==> src/rtl/ws2811_frame_ctrl.sv <==
// ws2811_frame_ctrl
//   Double-buffered pixel frame store and sequencer for the ws2811 strip driver.
//   The host fills the back bank and pulses commit. The banks swap only when the
//   driver begins a new frame, so a frame is never shown half old and half new.
//   Each driver data request is answered one cycle later with the next pixel,
//   scaled by the global brightness.
//
// Ports
//   clk, reset           clock; synchronous active-high reset
//   wr_valid/wr_ready    host pixel write handshake (ready low while a swap is pending)
//   wr_addr, wr_data     pixel index and {R,G,B}; indices >= NUM_LEDS are dropped
//   commit               pulse: back bank complete, request a swap
//   swap_pending         commit registered, swap not yet taken
//   brightness, blank    global scale (255 = full) and force-black
//   drv_data_request     driver asks for the next pixel
//   drv_address          driver pixel address; 0 marks the first pixel of a frame
//   red, green, blue     scaled pixel, valid one cycle after the request, held after
//   frame_start          one-cycle pulse per frame start
//   frame_count          frames started, wraps at 16 bits
module ws2811_frame_ctrl #(
  parameter int NUM_LEDS = 49,
  parameter int ADDR_W   = 8
) (
  input  logic              clk,
  input  logic              reset,
  input  logic              wr_valid,
  output logic              wr_ready,
  input  logic [ADDR_W-1:0] wr_addr,
  input  logic [23:0]       wr_data,
  input  logic              commit,
  output logic              swap_pending,
  input  logic [7:0]        brightness,
  input  logic              blank,
  input  logic              drv_data_request,
  input  logic [ADDR_W-1:0] drv_address,
  output logic [7:0]        red,
  output logic [7:0]        green,
  output logic [7:0]        blue,
  output logic              frame_start,
  output logic [15:0]       frame_count
);

  localparam int                IDX_W     = (NUM_LEDS > 1) ? $clog2(NUM_LEDS) : 1;
  localparam logic [ADDR_W:0]   LED_LIMIT = (ADDR_W + 1)'(NUM_LEDS);
  localparam logic [ADDR_W-1:0] LAST_IDX  = ADDR_W'(NUM_LEDS - 1);

  logic              front_sel_reg, front_sel_next;
  logic [ADDR_W-1:0] rd_idx_reg, rd_idx_next;
  logic              swap_pending_reg, swap_pending_next;
  logic [23:0]       rgb_reg, rgb_next;
  logic              frame_start_reg, frame_start_next;
  logic [15:0]       frame_count_reg, frame_count_next;

  logic              start_req;
  logic [ADDR_W-1:0] idx_used;
  logic              read_sel;
  logic              back_sel;
  logic              wr_en;
  logic [IDX_W-1:0]  wr_idx;
  logic [IDX_W-1:0]  rd_addr;
  logic [23:0]       rd_word [2];
  logic [23:0]       pixel;
  logic [8:0]        bright_p1;
  logic [23:0]       scaled;

  assign start_req = drv_data_request && (drv_address == '0);
  assign idx_used  = start_req ? '0 : rd_idx_reg;
  // A frame-start read already sees the bank that becomes front on this edge.
  assign read_sel  = front_sel_reg ^ (start_req & swap_pending_reg);
  assign back_sel  = ~front_sel_reg;
  // While a swap is pending the back bank is frozen; writes beyond the strip are
  // accepted but dropped.
  assign wr_en     = wr_valid && !swap_pending_reg && ({1'b0, wr_addr} < LED_LIMIT);
  assign wr_idx    = wr_addr[IDX_W-1:0];
  assign rd_addr   = idx_used[IDX_W-1:0];

  genvar gi;

  // Two banks, asynchronous read so the pixel is ready in the request cycle.
  generate
    for (gi = 0; gi < 2; gi++) begin : g_bank
      logic [23:0] mem [NUM_LEDS];
      always_ff @(posedge clk) begin
        if (wr_en && (back_sel == 1'(gi))) begin
          mem[wr_idx] <= wr_data;
        end
      end
      assign rd_word[gi] = mem[rd_addr];
    end
  endgenerate

  assign pixel     = rd_word[read_sel];
  assign bright_p1 = {1'b0, brightness} + 9'd1;

  // Per-channel (c * (brightness+1)) >> 8; brightness 255 is an exact passthrough.
  generate
    for (gi = 0; gi < 3; gi++) begin : g_scale
      logic [15:0] product;
      assign product             = {8'd0, pixel[gi*8 +: 8]} * {7'd0, bright_p1};
      assign scaled[gi*8 +: 8]   = 8'(product >> 8);
    end
  endgenerate

  always_comb begin
    front_sel_next    = front_sel_reg;
    rd_idx_next       = rd_idx_reg;
    rgb_next          = rgb_reg;
    frame_start_next  = start_req;
    frame_count_next  = frame_count_reg + (start_req ? 16'd1 : 16'd0);
    swap_pending_next = swap_pending_reg;

    if (drv_data_request) begin
      front_sel_next = read_sel;
      rd_idx_next    = (idx_used == LAST_IDX) ? '0 : idx_used + ADDR_W'(1);
      rgb_next       = blank ? 24'd0 : scaled;
    end

    // A pending swap is consumed only by a frame start; a commit arriving in
    // that same cycle is ignored because the request was already pending.
    if (swap_pending_reg) begin
      swap_pending_next = !start_req;
    end else begin
      swap_pending_next = commit;
    end
  end

  always_ff @(posedge clk) begin
    if (reset) begin
      front_sel_reg    <= 1'b0;
      rd_idx_reg       <= '0;
      swap_pending_reg <= 1'b0;
      rgb_reg          <= 24'd0;
      frame_start_reg  <= 1'b0;
      frame_count_reg  <= 16'd0;
    end else begin
      front_sel_reg    <= front_sel_next;
      rd_idx_reg       <= rd_idx_next;
      swap_pending_reg <= swap_pending_next;
      rgb_reg          <= rgb_next;
      frame_start_reg  <= frame_start_next;
      frame_count_reg  <= frame_count_next;
    end
  end

  assign wr_ready     = ~swap_pending_reg;
  assign swap_pending = swap_pending_reg;
  assign red          = rgb_reg[23:16];
  assign green        = rgb_reg[15:8];
  assign blue         = rgb_reg[7:0];
  assign frame_start  = frame_start_reg;
  assign frame_count  = frame_count_reg;

endmodule
==> config.mk <==
export PLATFORM = sky130hd
export DESIGN_NAME = ws2811_frame_ctrl
export DESIGN_NICKNAME = d
export VERILOG_FILES = /design/src/rtl/ws2811_frame_ctrl.sv
export SDC_FILE = /design/constraint.sdc
export NUM_CORES = 2
export LEC_CHECK = 0
export CORE_UTILIZATION = 50
export CTS_CLUSTER_DIAMETER = 200
export DETAILED_ROUTE_END_ITERATION = 7
export PLACE_DENSITY = 0.68
export SYNTH_ARGS = -nofsm -noshare
export SYNTH_HDL_FRONTEND = slang
export SYNTH_SLANG_ARGS = --single-unit
==> constraint.sdc <==
create_clock -name clk -period 10.7 [get_ports clk]
set_clock_uncertainty 0.1 [all_clocks]
set_input_delay 2.675 -clock clk [delete_from_list [all_inputs] [get_ports clk]]
set_output_delay 2.675 -clock clk [all_outputs]
set_load 0.1 [all_outputs]
Word-level counts from Yosys, hierarchy flattened
Memory sizes are Yosys's and may differ from the RTL's.
Cells that the tools add are included.
{"block": "totals", "elab_cells": 42, "mem_bits_rw": 2352, "n_memories": 2, "output_inout_bits": 43, "ff_bits": 51, "in_bits": 54}
{"block": "classes", "addsub": 3, "bitwise_logic": 5, "mul": 3, "n_reduce_logical": 8, "n_lt_le_gt_ge": 2, "muxes": 12, "eq_ne": 1}
{"name": "g_bank[0].mem", "depth": 49, "width": 24, "read_ports": 1, "rd_clocked_by_memory_dff": 0, "write_ports": 1, "line": "82", "source": "logic [23:0] mem [NUM_LEDS];"}
{"name": "g_bank[1].mem", "depth": 49, "width": 24, "read_ports": 1, "rd_clocked_by_memory_dff": 0, "write_ports": 1, "line": "82"}
{"operator": "$mux W24", "n": 4}
{"operator": "$mul A8 B9 Y16", "n": 3}
{"operator": "$add A16 B1 Y16", "n": 1}
{"operator": "$mux W8", "n": 2}
{"operator": "$add A8 B1 Y9 const B", "n": 1}
{"operator": "$add A8 B1 Y8 const B", "n": 1}
{"operator": "$eq A8 B6 Y1 const B", "n": 1}
{"operator": "$logic_not A8 Y1", "n": 1}
{"operator": "$lt A8 B6 Y1 const B", "n": 1}
{"operator": "$mux W1", "n": 6}
{"operator": "$logic_and A1 B1 Y1", "n": 5}
{"operator": "$ge A2 B2 Y1 const B", "n": 1}
{"operator": "$logic_not A1 Y1", "n": 2}
{"operator": "$not A1 Y1", "n": 2}
{"operator": "$not A1 Y2", "n": 1}
{"operator": "$and A1 B1 Y1", "n": 1}
{"operator": "$xor A1 B1 Y1", "n": 1}

Logic depth before layout (Yosys ltp)
{"block": "depth", "ltp_word": 10, "ltp_mapped": 36, "mapped_depth_nobuf": 30}

Worst setup path after synthesis
No wires, ideal clock.
{"block": "synth_timing", "kind": "input to register", "startpoint": "input drv_address[3]", "endpoint": "register rgb_reg[13]", "stages": 30, "setup_slack_ns": 0.998, "arrival_time_ns": 9.483, "required_time_ns": 10.481, "path_buffers": 6, "path_cell_list": "or4_4 > buf_4 > o31ai_1 > buf_4 > buf_2 > buf_2 > buf_2 > buf_1 > nand3_1 > a311oi_1 > o311ai_1 > o31ai_1 > nand2_1 > fa_1 > inv_1 > fa_1 > fa_1 > inv_1 > fa_1 > inv_1 > ha_1 > a21o_1 > a21o_1 > a21oi_1 > nand2_1 > a31oi_1 > nor2_1 > o21a_1 > or3_1 > a32o_1"}
{"block": "synth_between", "elab_chain_len": 10, "word_cells_on_any_way": 13, "cone_classes": "mul: 1; mux: 5; bitwise: 3; reduce/logical: 2; memory: 2"}
{"item": "start, declared", "line": "35", "source": "input logic [ADDR_W-1:0] drv_address,"}
{"item": "$logic_not A8 Y1 (*)", "line": "66", "source": "assign start_req = drv_data_request && (drv_address == '0);"}
{"item": "$logic_and A1 B1 Y1 (*)", "line": "66"}
{"item": "branches (longest 3 deep; another with $mem_v2 Z49 W24)"}
{"item": "$mux W24 (implied by the code) (*) (3 in series)", "line": "92", "source": "assign pixel = rd_word[read_sel];"}
{"item": "$mul A8 B9 Y16 (*)", "line": "99", "source": "assign product = {8'd0, pixel[gi*8 +: 8]} * {7'd0, bright_p1};"}
{"item": "$mux W24 (*)", "line": "115", "source": "rgb_next = blank ? 24'd0 : scaled;"}
{"item": "end signal, assigned", "line": "139", "source": "rgb_reg <= rgb_next;"}
{"item": "end, declared", "line": "50", "source": "logic [23:0] rgb_reg, rgb_next;"}
Mark *: on every way between the ends. The select of a mux whose other input is x is not followed.
A chain may end at the register's enable or synchronous reset.

Worst setup path in the final report
Ends and elaborated chain as after synthesis.

==> impl_metrics.json <==
{
  "endpoint_kind": "flip-flop",
  "grt_pass1_wl_um": 453000,
  "synth_largest_area_cell": "edfxtp_1",
  "dieArea_um2": 204000,
  "status": "finished, violations left",
  "synth_area_leaders": "edfxtp_1 (70%), a221oi_1 (3.5%), nand2_1 (3.4%)",
  "drcViolationCount": 9,
  "fp.dieW_um": 451,
  "routed_wl_um": 314000,
  "drtIter0Drc": 10678,
  "fin_crit_ns": 10.32,
  "syn2layout_area_growth_pct": 15.9,
  "synth_fp_nets": 7230,
  "first_pass_iters": 8,
  "fp-row-count": 164,
  "cts-root-buf": "clkbuf_16",
  "netlist_area_um2": 101000,
  "fill_cells": 15187,
  "port_buffers": 96,
  "layout.nets": 7728,
  "report.final.slew_viol_count": 0,
  "cts_resized": 0,
  "grt_usage_pct": 30.6,
  "violations": "design-rule violations",
  "synth_enable_flop_cells": 2352,
  "layout-drive-gt1-share_pct": 16.8,
  "hold_buffers": 0,
  "ys_warn_count": 0,
  "h-tree-depth": 4,
  "slowest_stage": "o311ai_1",
  "synth_top_area_share_pct": 70.0,
  "ioPinCount": 97,
  "ys_types": 91,
  "finalSetupViolCount": 0,
  "dpl.cell_count": 9875,
  "drv_cap": 0,
  "vias": 67325,
  "largest_reg_flops": 2352,
  "netlist_instances": 6955,
  "synthArstFlopShare_pct": 0,
  "finalPower_mw": 21.6,
  "grt_max_degree": 151,
  "fmax_ghz": 0.0969,
  "yosysMostFrequentCell": "edfxtp_1",
  "hold_viol": 0,
  "antenna_found_initial": 26,
  "worst_slew_pin_slew_ns": 1.33,
  "routabilityCongestion": 0.935,
  "start_util_pct": 50.4,
  "max_stage_delay_ns": 0.94,
  "rsz0062_at_grt": "no",
  "ctsLongestPathBuffers": 3,
  "arrival_ns": 11.01,
  "hpwl_um": 192000,
  "required_ns": 11.39,
  "clk_latency_ns": 0.89,
  "path_common_cell": "fa_1",
  "peakVddDrop_uv": 185,
  "path_clk_slew_ns": 0.06,
  "overflow": 0,
  "ant_nets": 0,
  "syn_avg_cell_area_um2": 14.5,
  "worst_hold_slack_ns": 0.355,
  "post_layout_nonfiller_instances": 10312,
  "cts_num_sinks": 2403,
  "ys_seq_elements": 2403,
  "hold_class": "flip-flop to flip-flop",
  "power.density_nw_per_um2": 185,
  "vias_per_cell": 6.53,
  "cts_made_buffers": 232,
  "ys.flop_type": "edfxtp_1",
  "critPathKind": "primary input to flip-flop",
  "ys_seq_area_share_pct": 71.0,
  "grt_pass1_vias": 64809,
  "start_kind": "primary input",
  "fin_crit_sh_pct": 96.5,
  "synth_common_cells": "edfxtp_1 (2352), nand2_1 (924), nand3_1 (412), a221oi_1 (404), nor2_1 (267)",
  "wl_per_cell_um": 30.5,
  "cts_setup_buffers": 0,
  "cp_max_fo": 53,
  "cts_tree": "built",
  "coreArea_um2": 200000,
  "die_h_um": 451,
  "p_leak_nw": 39.3,
  "utilization_pct": 58.4,
  "max_slew_margin_pct": 11.1
}
## area by class of cell
class / instances / area [µm²] / area share, %
inverters: 190 / 726 / 0.621
clock buffers: 286 / 6050 / 5.18
multi-input cells: 3863 / 26800 / 22.9
clock inverters: 141 / 1440 / 1.23
diodes: 10 / 25.0 / 0.0214
repair buffers: 763 / 6890 / 5.89
well taps: 2656 / 3320 / 2.84
flip-flops and latches: 2403 / 71700 / 61.3
## cell usage in the layout, fill, tap and decap left out, drive strengths merged, types with 23 or more instances in the layout
cell type / synthesis / routed
a211oi: 61 / 61
a21oi: 100 / 100
a221oi: 404 / 404
a311oi: 116 / 116
a31oi: 71 / 71
and2: 80 / 80
and3: 74 / 74
buf: 294 / 692
clkbuf: 205 / 286
clkdlybuf4s50: 0 / 71
clkinv: 0 / 106
dfxtp: 51 / 51
edfxtp: 2352 / 2352
fa: 120 / 120
ha: 101 / 101
inv: 190 / 196
mux2: 54 / 54
mux2i: 103 / 103
mux4: 59 / 59
nand2: 924 / 924
nand2b: 30 / 30
nand3: 412 / 412
nor2: 267 / 267
nor2b: 38 / 38
nor3: 261 / 261
o21ai: 122 / 122
o22ai: 23 / 23
o311ai: 47 / 47
o31ai: 32 / 32
or3: 27 / 27
xnor2: 31 / 31
xor2: 23 / 23
## logic make-up after synthesis
logic type,after synthesis,share of synthesized area (%)
flops,2403,71.0
simple gates,2174,9.76
compound gates,1198,9.34
buf+inv,689,2.86
fa+ha+maj,221,3.63
mux,216,2.94
xor+xnor,54,0.469
## critical path, delay by kind of cell
| kind | cells | cell delay [ns] |
|---|---|---|
| compound gates | 11 | 3.01 |
| simple gates | 6 | 1.43 |
| buf+inv | 7 | 1.65 |
| fa+ha+maj | 5 | 2.22 |
## per-stage QoR
step / TNS [ns] / setup slack [ns] / instance area (µm²)
after floorplan: 0 / 0.998 / 101000
after global placement: -2.91 / -0.393 / 109000
after detailed placement: -4.26 / -0.504 / 109000
after CTS: 0 / 0.416 / 117000
after global routing: 0 / 0.0628 / 117000
final: 0 / 0.379 / 117000
## report_power, final
part	switching, mW	total, mW	internal [mW]
sequential	0.0248	10.4	10.4
combinational	1.85	3.09	1.24
clock	3.56	8.10	4.54
total	5.43	21.6	16.1
## layer usage
layer | share of wire [%] | vias up | GRT usage [%]
met2 | 44 | 4694 | 44.9
met4 | 5.1 | 12 | 14.0
li1 | - | 28059 | -
met5 | 0.026 | - | 0
met1 | 38 | 33827 | 42.9
met3 | 13 | 733 | 7.72
## path summary, 6_finish.rpt
path	start	cells after the start	slack (ns)	to
setup / recovery	drv_address[3]	29	0.38	rgb_reg[13]
hold reg to reg	rgb_reg[15]	2	0.35	rgb_reg[15]
setup reg to reg	rd_idx_reg[0]	28	1.85	rgb_reg[7]
hold / removal	rgb_reg[15]	2	0.35	rgb_reg[15]
Power figures use the tool's default switching activity.
